--- src/rtl/eq_pkg.sv ---
// eq_pkg: shared constants, types and band indices for the equaliser band mixer
package eq_pkg;
    localparam int NUM_BANDS = 10;
    localparam int DATA_W    = 24;
    localparam int GAIN_W    = 16;
    localparam int GAIN_FRAC = 12;
    localparam int ACC_W     = DATA_W + GAIN_W + 4;
    typedef logic signed [DATA_W-1:0] sample_t;
    typedef logic signed [GAIN_W-1:0] gain_t;
    typedef logic signed [ACC_W-1:0]  acc_t;
    typedef enum logic [1:0] {IDLE, MAC, OUT} state_t;
    localparam gain_t GAIN_UNITY = 16'sh1000;
    localparam gain_t GAIN_RESET = GAIN_UNITY;
    localparam int BAND_LP   = 0;
    localparam int BAND_64   = 1;
    localparam int BAND_125  = 2;
    localparam int BAND_250  = 3;
    localparam int BAND_500  = 4;
    localparam int BAND_1K   = 5;
    localparam int BAND_2K   = 6;
    localparam int BAND_4K   = 7;
    localparam int BAND_8K   = 8;
    localparam int BAND_HP   = 9;
endpackage

--- src/rtl/eq_band_mixer_if.sv ---
// eq_band_mixer_if: sample/gain-write inputs and equalised-sample outputs of the band mixer
// master drives sample_valid, band_samples, gain_wr_*; slave drives out_*, busy, overrun
interface eq_band_mixer_if import eq_pkg::*; ();
    logic                        sample_valid;
    logic [NUM_BANDS*DATA_W-1:0] band_samples;
    logic                        gain_wr_en;
    logic [3:0]                  gain_wr_addr;
    gain_t                       gain_wr_data;
    sample_t                     out_sample;
    logic                        out_valid;
    logic                        out_sat;
    logic                        busy;
    logic                        overrun;
    modport master (
        output sample_valid, band_samples, gain_wr_en, gain_wr_addr, gain_wr_data,
        input  out_sample, out_valid, out_sat, busy, overrun
    );
    modport slave (
        input  sample_valid, band_samples, gain_wr_en, gain_wr_addr, gain_wr_data,
        output out_sample, out_valid, out_sat, busy, overrun
    );
endinterface

--- src/rtl/eq_round_sat.sv ---
// eq_round_sat: round-half-up shift of a Q.12 accumulator down to a saturated sample
// acc in, y = saturated rounded sample, clip = saturation occurred
module eq_round_sat import eq_pkg::*; (
    input  acc_t    acc,
    output sample_t y,
    output logic    clip
);
    localparam acc_t SAT_MAX = acc_t'((1 <<< (DATA_W-1)) - 1);
    localparam acc_t SAT_MIN = -SAT_MAX - 1;
    localparam acc_t HALF    = acc_t'(1) <<< (GAIN_FRAC-1);
    acc_t rnd;
    logic hi, lo;
    always_comb begin
        rnd  = (acc + HALF) >>> GAIN_FRAC;
        hi   = rnd > SAT_MAX;
        lo   = rnd < SAT_MIN;
        clip = hi | lo;
        y    = hi ? sample_t'(SAT_MAX) : lo ? sample_t'(SAT_MIN) : sample_t'(rnd);
    end
endmodule

--- src/rtl/eq_band_mixer.sv ---
// eq_band_mixer: weights ten band samples by programmable gains and sums them on one MAC
// clk, reset (sync, active-high); bus = eq_band_mixer_if slave port
module eq_band_mixer import eq_pkg::*; (
    input logic            clk,
    input logic            reset,
    eq_band_mixer_if.slave bus
);
    state_t     state;
    gain_t      gains  [NUM_BANDS];
    gain_t      gain_w [NUM_BANDS];
    sample_t    band_w [NUM_BANDS];
    acc_t       acc, acc_next;
    logic [3:0] cnt;
    sample_t    rs_y;
    logic       rs_clip;
    assign acc_next = acc + acc_t'(band_w[cnt]) * acc_t'(gain_w[cnt]);
    // Rounding looks at acc_next so the result can be registered on the last MAC edge,
    // making out_valid coincide with the OUT cycle.
    eq_round_sat u_round_sat (.acc(acc_next), .y(rs_y), .clip(rs_clip));
    always_ff @(posedge clk) begin
        if (reset) begin
            state          <= IDLE;
            acc            <= '0;
            cnt            <= '0;
            bus.out_sample <= '0;
            bus.out_valid  <= 1'b0;
            bus.out_sat    <= 1'b0;
            bus.busy       <= 1'b0;
            bus.overrun    <= 1'b0;
            for (int k = 0; k < NUM_BANDS; k++) begin
                gains[k]  <= GAIN_RESET;
                gain_w[k] <= GAIN_RESET;
                band_w[k] <= '0;
            end
        end else begin
            bus.out_valid <= 1'b0;
            bus.out_sat   <= 1'b0;
            if (bus.gain_wr_en && bus.gain_wr_addr < 4'(NUM_BANDS))
                gains[bus.gain_wr_addr] <= bus.gain_wr_data;
            if (bus.sample_valid && state != IDLE)
                bus.overrun <= 1'b1;
            case (state)
                IDLE: if (bus.sample_valid) begin
                    for (int k = 0; k < NUM_BANDS; k++)
                        band_w[k] <= bus.band_samples[k*DATA_W +: DATA_W];
                    gain_w   <= gains;
                    acc      <= '0;
                    cnt      <= '0;
                    bus.busy <= 1'b1;
                    state    <= MAC;
                end
                MAC: begin
                    acc <= acc_next;
                    if (cnt == 4'(NUM_BANDS-1)) begin
                        cnt            <= '0;
                        bus.out_sample <= rs_y;
                        bus.out_valid  <= 1'b1;
                        bus.out_sat    <= rs_clip;
                        state          <= OUT;
                    end else begin
                        cnt <= cnt + 4'd1;
                    end
                end
                OUT: begin
                    bus.busy <= 1'b0;
                    state    <= IDLE;
                end
                default: state <= IDLE;
            endcase
        end
    end
endmodule

--- src/flat_wrapper.sv ---
// flat-port wrapper written by rule: the top's interface ports become plain ports
module eq_band_mixer_flat import eq_pkg::*;
  (clk, reset, bus_sample_valid, bus_band_samples, bus_gain_wr_en, bus_gain_wr_addr, bus_gain_wr_data, bus_out_sample, bus_out_valid, bus_out_sat, bus_busy, bus_overrun);
  eq_band_mixer_if bus_i ();
  input logic clk;
  input logic reset;
  input wire logic [$bits(bus_i.sample_valid)-1:0] bus_sample_valid;
  input wire logic [$bits(bus_i.band_samples)-1:0] bus_band_samples;
  input wire logic [$bits(bus_i.gain_wr_en)-1:0] bus_gain_wr_en;
  input wire logic [$bits(bus_i.gain_wr_addr)-1:0] bus_gain_wr_addr;
  input wire logic [$bits(bus_i.gain_wr_data)-1:0] bus_gain_wr_data;
  output wire logic [$bits(bus_i.out_sample)-1:0] bus_out_sample;
  output wire logic [$bits(bus_i.out_valid)-1:0] bus_out_valid;
  output wire logic [$bits(bus_i.out_sat)-1:0] bus_out_sat;
  output wire logic [$bits(bus_i.busy)-1:0] bus_busy;
  output wire logic [$bits(bus_i.overrun)-1:0] bus_overrun;
  assign bus_i.sample_valid = bus_sample_valid;
  assign bus_i.band_samples = bus_band_samples;
  assign bus_i.gain_wr_en = bus_gain_wr_en;
  assign bus_i.gain_wr_addr = bus_gain_wr_addr;
  assign bus_i.gain_wr_data = bus_gain_wr_data;
  assign bus_out_sample = bus_i.out_sample;
  assign bus_out_valid = bus_i.out_valid;
  assign bus_out_sat = bus_i.out_sat;
  assign bus_busy = bus_i.busy;
  assign bus_overrun = bus_i.overrun;
  eq_band_mixer u_core (.clk(clk), .reset(reset), .bus(bus_i));
endmodule
--- config.mk ---
export PLATFORM = sky130hd
export DESIGN_NAME = eq_band_mixer_flat
export DESIGN_NICKNAME = d
export VERILOG_FILES = /design/src/rtl/eq_pkg.sv /design/src/rtl/eq_band_mixer_if.sv /design/src/rtl/eq_round_sat.sv /design/src/rtl/eq_band_mixer.sv /design/src/flat_wrapper.sv
export SDC_FILE = /design/constraint.sdc
export NUM_CORES = 2
export LEC_CHECK = 0
export CORE_MARGIN = 2
export CORE_UTILIZATION = 40
export DETAILED_ROUTE_END_ITERATION = 10
export PLACE_DENSITY = 0.6
export SLEW_MARGIN = 20
export SYNTH_ARGS = -nofsm -noshare
export SYNTH_HDL_FRONTEND = slang
export SYNTH_SLANG_ARGS = --single-unit
--- constraint.sdc ---
create_clock -name clk -period 16.5 [get_ports clk]
set_clock_uncertainty 0.2 [all_clocks]
set_input_delay 2.475 -clock clk [delete_from_list [all_inputs] [get_ports clk]]
set_output_delay 2.475 -clock clk [all_outputs]
set_load 0.02 [all_outputs]
# Word level (Yosys, flattened, before mapping)
# Memory sizes are Yosys's and may differ from the RTL's. A register that Yosys moved wholly into a read port is not among the register bits.
# Index checks and enable logic that the tools add are counted.
# op_classes
magnitude_cmp,6
reduce_logical,14
n_bitwise,15
n_eq_ne,5
mux,37
addsub,3
multipliers,1
# ops
op,n
24-bit two-way mux,12
160-bit bitwise mux,1
44-bit one-hot mux with 2 select lines,1
16-bit binary-select mux with 4-bit select,1
16-bit demux with 4-bit select,1
16-bit two-way mux,3
44-bit by 13-bit adder with 44-bit output (second input constant),1
44-bit adder,1
44-bit two-way mux,1
24-bit by 16-bit multiplier with 40-bit output,1
32-bit by 24-bit greater-than comparator with 1-bit output (second input constant),1
32-bit by 24-bit less-than comparator with 1-bit output (second input constant),1
4-bit two-way mux,4
1-bit bitwise OR,11
5-bit greater-or-equal comparator (second input constant),2
4-bit NOT with 5-bit output,2
2-bit AND reduction,5
1-bit two-way mux,8
4-bit one-hot mux with 2 select lines,1
2-bit nonzero test,3
5-bit by 1-bit less-than comparator with 1-bit output (second input constant),1
4-bit by 1-bit adder with 4-bit output (second input constant),1
4-bit equality test (second input constant),1
4-bit less-than comparator (second input constant),1
12 further kinds,16
# word_totals
reg_bits,398
input_bits,264
mem_count,1
elab_cells,110
out_inout_bits,28
ram_bits,240
# mem_list
memory,words,width,rd,rd_ports_with_merged_regs,wr,line,rtl
u_core.band_w,10,24,1,1,10,eq_band_mixer.sv:11,sample_t band_w [NUM_BANDS];

# Depth between registers and ports, before layout
# logic_depth
ltp_word,10
ltp_mapped,50
ltp_nobuf,46

# Modules after synthesis
# From an unflattened synthesis, not the netlist that was laid out.
# hier_totals
cells_unflattened,3998
hier_area_um2,41797.6
# by_module_without_submodules
module,seq_area_each_um2,area_per_inst_um2,n_inst,cells_each
eq_band_mixer,15254.6,40820.4,1,3868
eq_round_sat,0.0,977.2,1,130

# Worst setup path before layout
# No wires, ideal clock.
# synth_path
path_kind,reg2reg
start,register (tool-made name)
end,register u_core.bus.out_sample[10]
t_required_ns,16.178
period_less_slack_ns,12.855
path_stages_with_launch,47
setup_ns,0.122
n_path_buf,5
slack_ns,3.645
arrival_ns,12.533
path_cell_list,dfxtp_1 clkbuf_1 clkbuf_1 buf_1 mux4_2 mux2_2 o21ai_1 nor2_1 fa_1 inv_1 fa_1 fa_1 inv_1 fa_1 fa_1 inv_1 fa_1 inv_1 [11 not listed] a21oi_1 xnor2_1 ha_1 clkbuf_1 a21oi_1 o21ai_1 a2111oi_0 o211ai_1 a31o_2 xor2_4 nand3_1 or3_2 or2_2 o311a_1 or4b_4 and3_4 buf_6 a221o_1
# synth_lines
element,line,rtl
end signal: assignment,eq_band_mixer.sv:56,bus.out_sample <= rs_y;
end: declaration,eq_band_mixer_if.sv:20,"output out_sample, out_valid, out_sat, busy, overrun"

==> results.txt <==
- The flow ran to the end, and the final reports show no timing, DRC or antenna violations.
- For hold timing, the worst endpoint is u_core.gain_w[150].
* Layout cells sized above 1: 8.18%
* Number of register bits inferred by synthesis: 642
- Maximum number of buffers from clock root to sink: 3
- The final layout contains routed wiring with a total length of 121 mm.
- Of the total power, the clock network draws 40.3%.
* Detailed-route vias per instance: 5.31
- TritonCTS built the clock tree.
- Among all flip-flop cells after synthesis, the most frequent one is dfxtp_1.
* Post-Synthesis Net Count: 5034
- By startpoint and endpoint, the worst setup path is classified as reg2reg.
- Overflow after GRT: 0
* Longest individual stage delay on the worst path: 0.94 ns
- Placer's final routability congestion estimate: 0.922
- Total Nets Final: 5210
* Antenna-violating nets left: 0
- The number of antenna violations at the first check in global routing is 12.
- Via count of the first global-routing pass: 31415
* Netlist Area Pre-Place: 42400 µm²
- Register share of total power: 42.4%
* Total half-perimeter wirelength after legalization and detailed placement: 88.2 mm
* Leak Pwr: 19.9 nW
- The number of pins with negative max-slew slack in the final report was 0.
- The startpoint identified for the worst hold timing path is u_core.gains[150].
* Buffer type at the clock tree root: clkbuf_16
- Drt first-iter violations: 2464
* Commonest cells in the netlist: 595 x nand2_1, 470 x inv_1, 402 x dfxtp_1, 375 x fa_1, 323 x nor2_1
* Minimum clock period: 14.07 ns
- Overall die height: 329 µm
* Number of cells on the worst hold path: 1
* Wire length of the first global-routing pass: 185 mm
- Buffers inserted during clock tree synthesis total 73.
- The tool flagged a number of max-cap violations equal to 0.
- R2R depth: 42
- In the final routed layout, each cell accounts on average for 20.6 µm.
- Once the floorplan was initialized, standard cells occupied 40.3% of the core.
* Worst reg2reg setup slack: 2.43 ns
* Syn_area_per_cell: 9.97 µm²
- For the pin with the worst max-slew slack, the measured transition is 1.22 ns.
* Number of flops mapped to enable cells by yosys: 240
* Warnings from Yosys: 0
- Area Growth Syn to Fin: 15.8%
- Core Footprint: 105000 µm²
- Most repeated library cell on the critical path: fa_1
- Post-synthesis sequential area ratio: 36.0%
* Data required time at the worst endpoint: 16.83 ns
* Net switching power of the design: 0.00118 W
- The worst hold path belongs to the class reg2reg.
- Entering global routing, the biggest net connects 129 pins.
- STA classifies the critical path startpoint as a flop.
- For this design the top-level I/O count stands at 292.
* Most frequent cell after synthesis: nand2_1
- Adding up every negative setup slack in the final design gives 0 ns.
* Fraction of the cycle the final worst path needs: 85.3%
* Worst hold slack: 0.238 ns
- At the worst endpoint, the arrival time is 14.40 ns.
- Setup repair after global routing missed its margin: no
- Hold-fix buffer count after cts: 0
- Global-route usage over all layers: 22.1%
- The routed layout has 31267 vias.
- Post-CTS timing repair inserted 0 buffers for setup.
- Depth of the CTS H-tree: 3
- Biggest area contributors in the synthesized netlist: dfxtp_1 19%, fa_1 18%, edfxtp_1 17%
- Worst IR Drop VDD: 0.0716 mV
* Fraction of post-synthesis cell area in the top cell type by area: 19.0%
- Slowest stage cell, crit path: dfxtp_4
* Clock-pin slew on the worst setup and hold paths: 0.06 ns
* CP Capture Type: flop
* Cell accounting for the most synthesized area: dfxtp_1
* Number of detailed-routing iterations run before antenna repair: 5
- Largest fanout on the critical path: 43
- Max Clk Rate: 71.1 MHz
- PortBufs: 291
* DR DRC count: 0
- Gate Count Post-Synth: 4250
- Total power per unit cell area: 84.4 nW/µm²
* Comb pwr share: 17.3%
* Placement Rows: 119
- Share of async-settable or async-resettable flops after synthesis: 0%
- The floorplan step set the die width to 329 µm.
- Insertion delay of the later-clocked pin in the worst-skew pair: 0.66 ns
- The floorplan step defined a die boundary enclosing 109000 µm².
* Internal power summed over all cells: 0.00296 W
- The final hold violation count is 0.
* Final setup fails: 0
- The tree built by TritonCTS fans out to 642 sinks.
- Max_slew headroom: 17.8%
- The endpoint identified for the worst register-to-register timing path is u_core.bus.out_sample[13].
- Resized cells post-CTS: 0
- In this run switching power makes up 28.5% of total power.
- Post-synthesis cell type count: 99
## worst max-delay path by stage
stage | to | slack (ns) | cells past startpoint
after global placement | u_core.bus.out_sample[1] | 2.51 | 42
after CTS | u_core.bus.out_sample[13] | 2.38 | 42
after detailed placement | u_core.bus.out_sample[5] | 2.43 | 42
after floorplan | u_core.bus.out_sample[10] | 3.65 | 46
final | u_core.bus.out_sample[13] | 2.43 | 42
after global routing | u_core.bus.out_sample[13] | 1.50 | 42
## stage by stage
step	area (µm²)	total power (W)	instances	setup slack (ns)	utilization (%)
final	49100	0.00414	5884	2.43	46.7
after global routing	49000	0.00431	5881	1.50	46.7
after CTS	49000	0.00418	5874	2.38	46.6
after detailed placement	46500	0.00250	5741	2.43	44.3
after global placement	46500	0.00250	5740	2.51	44.3
after floorplan	42400	0.00225	4250	3.65	-
## power by group through the flow
stage / Clock, W / Combinational [W] / Sequential (W)
2_1_floorplan: 0 / 0.000475 / 0.00178
3_3_place_gp: 0 / 0.000708 / 0.00179
3_5_place_dp: 0 / 0.000714 / 0.00179
4_1_cts: 0.00170 / 0.000717 / 0.00176
5_1_grt: 0.00177 / 0.000780 / 0.00176
6_report: 0.00167 / 0.000715 / 0.00176
## per-layer routing
| layer | GRT usage [%] | wire (µm) | share of wire (%) |
|---|---|---|---|
| met1 | 28.4 | 49600 | 41 |
| met2 | 37.8 | 60800 | 50 |
| met3 | 3.82 | 7400 | 6.1 |
| met4 | 7.20 | 3440 | 2.8 |
| met5 | 0 | 39 | 0.032 |
## worst max-delay path: cells and delay by family, from the launching register on
kind                     cells  cell delay, ns
buffers and inverters        5            0.81
flip-flops                   1            0.94
XOR/XNOR                     2            0.45
AND/OR/NAND/NOR              9            2.54
multiplexers                 2            0.85
AO/OA/AOI/OAI               16            4.34
adder cells (fa/ha/maj)      8            3.79
## sequential cells by signal, indices dropped and copies added (netlist names), named ones only
signal and cells:
u_core.band_w 240, u_core.gain_w 160, u_core.gains 160, u_core.acc 44, u_core.bus.out_sample 24, u_core.cnt 4, u_core.state 2, u_core.bus.busy 1
u_core.bus.out_sat 1, u_core.bus.out_valid 1, u_core.bus.overrun 1
## layout make-up
cell class | instances | area, µm²
Inverter | 472 | 1780
Multi-Input combinational cell | 2897 | 24500
Clock buffer | 97 | 2000
Timing Repair Buffer | 340 | 3290
Sequential cell | 642 | 15300
Clock inverter | 36 | 478
Antenna cell | 9 | 22.5
Tap cell | 1391 | 1740
Fill cell | 9928 | 56100
## logic make-up (layout without fill, tap and decap cells)
kind of cell	after synthesis	after routing	synth area share, %
compound gates	767	767	12.4
xor+xnor	102	102	2.21
fa+ha+maj	520	520	22.0
buf+inv	711	945	6.54
flops	642	642	36.0
mux	144	144	5.82
other cells	0	9	0
simple gates	1364	1364	15.0
## cells in the final DEF (no fill, tap or decap), drive strengths merged, types with 24 or more instances in the layout
cell type,instances
nand2,598
inv,478
dfxtp,402
fa,375
nor2,323
clkdlybuf4s50,290
a21oi,262
and2,254
edfxtp,240
a22o,151
ha,145
clkbuf,97
o21ai,86
mux4,78
xnor2,77
a22oi,57
buf,50
mux2,37
nand3,35
o21a,33
mux2i,29
a21o,27
nand2b,25
xor2,24
(Power assumes the default switching activity.)
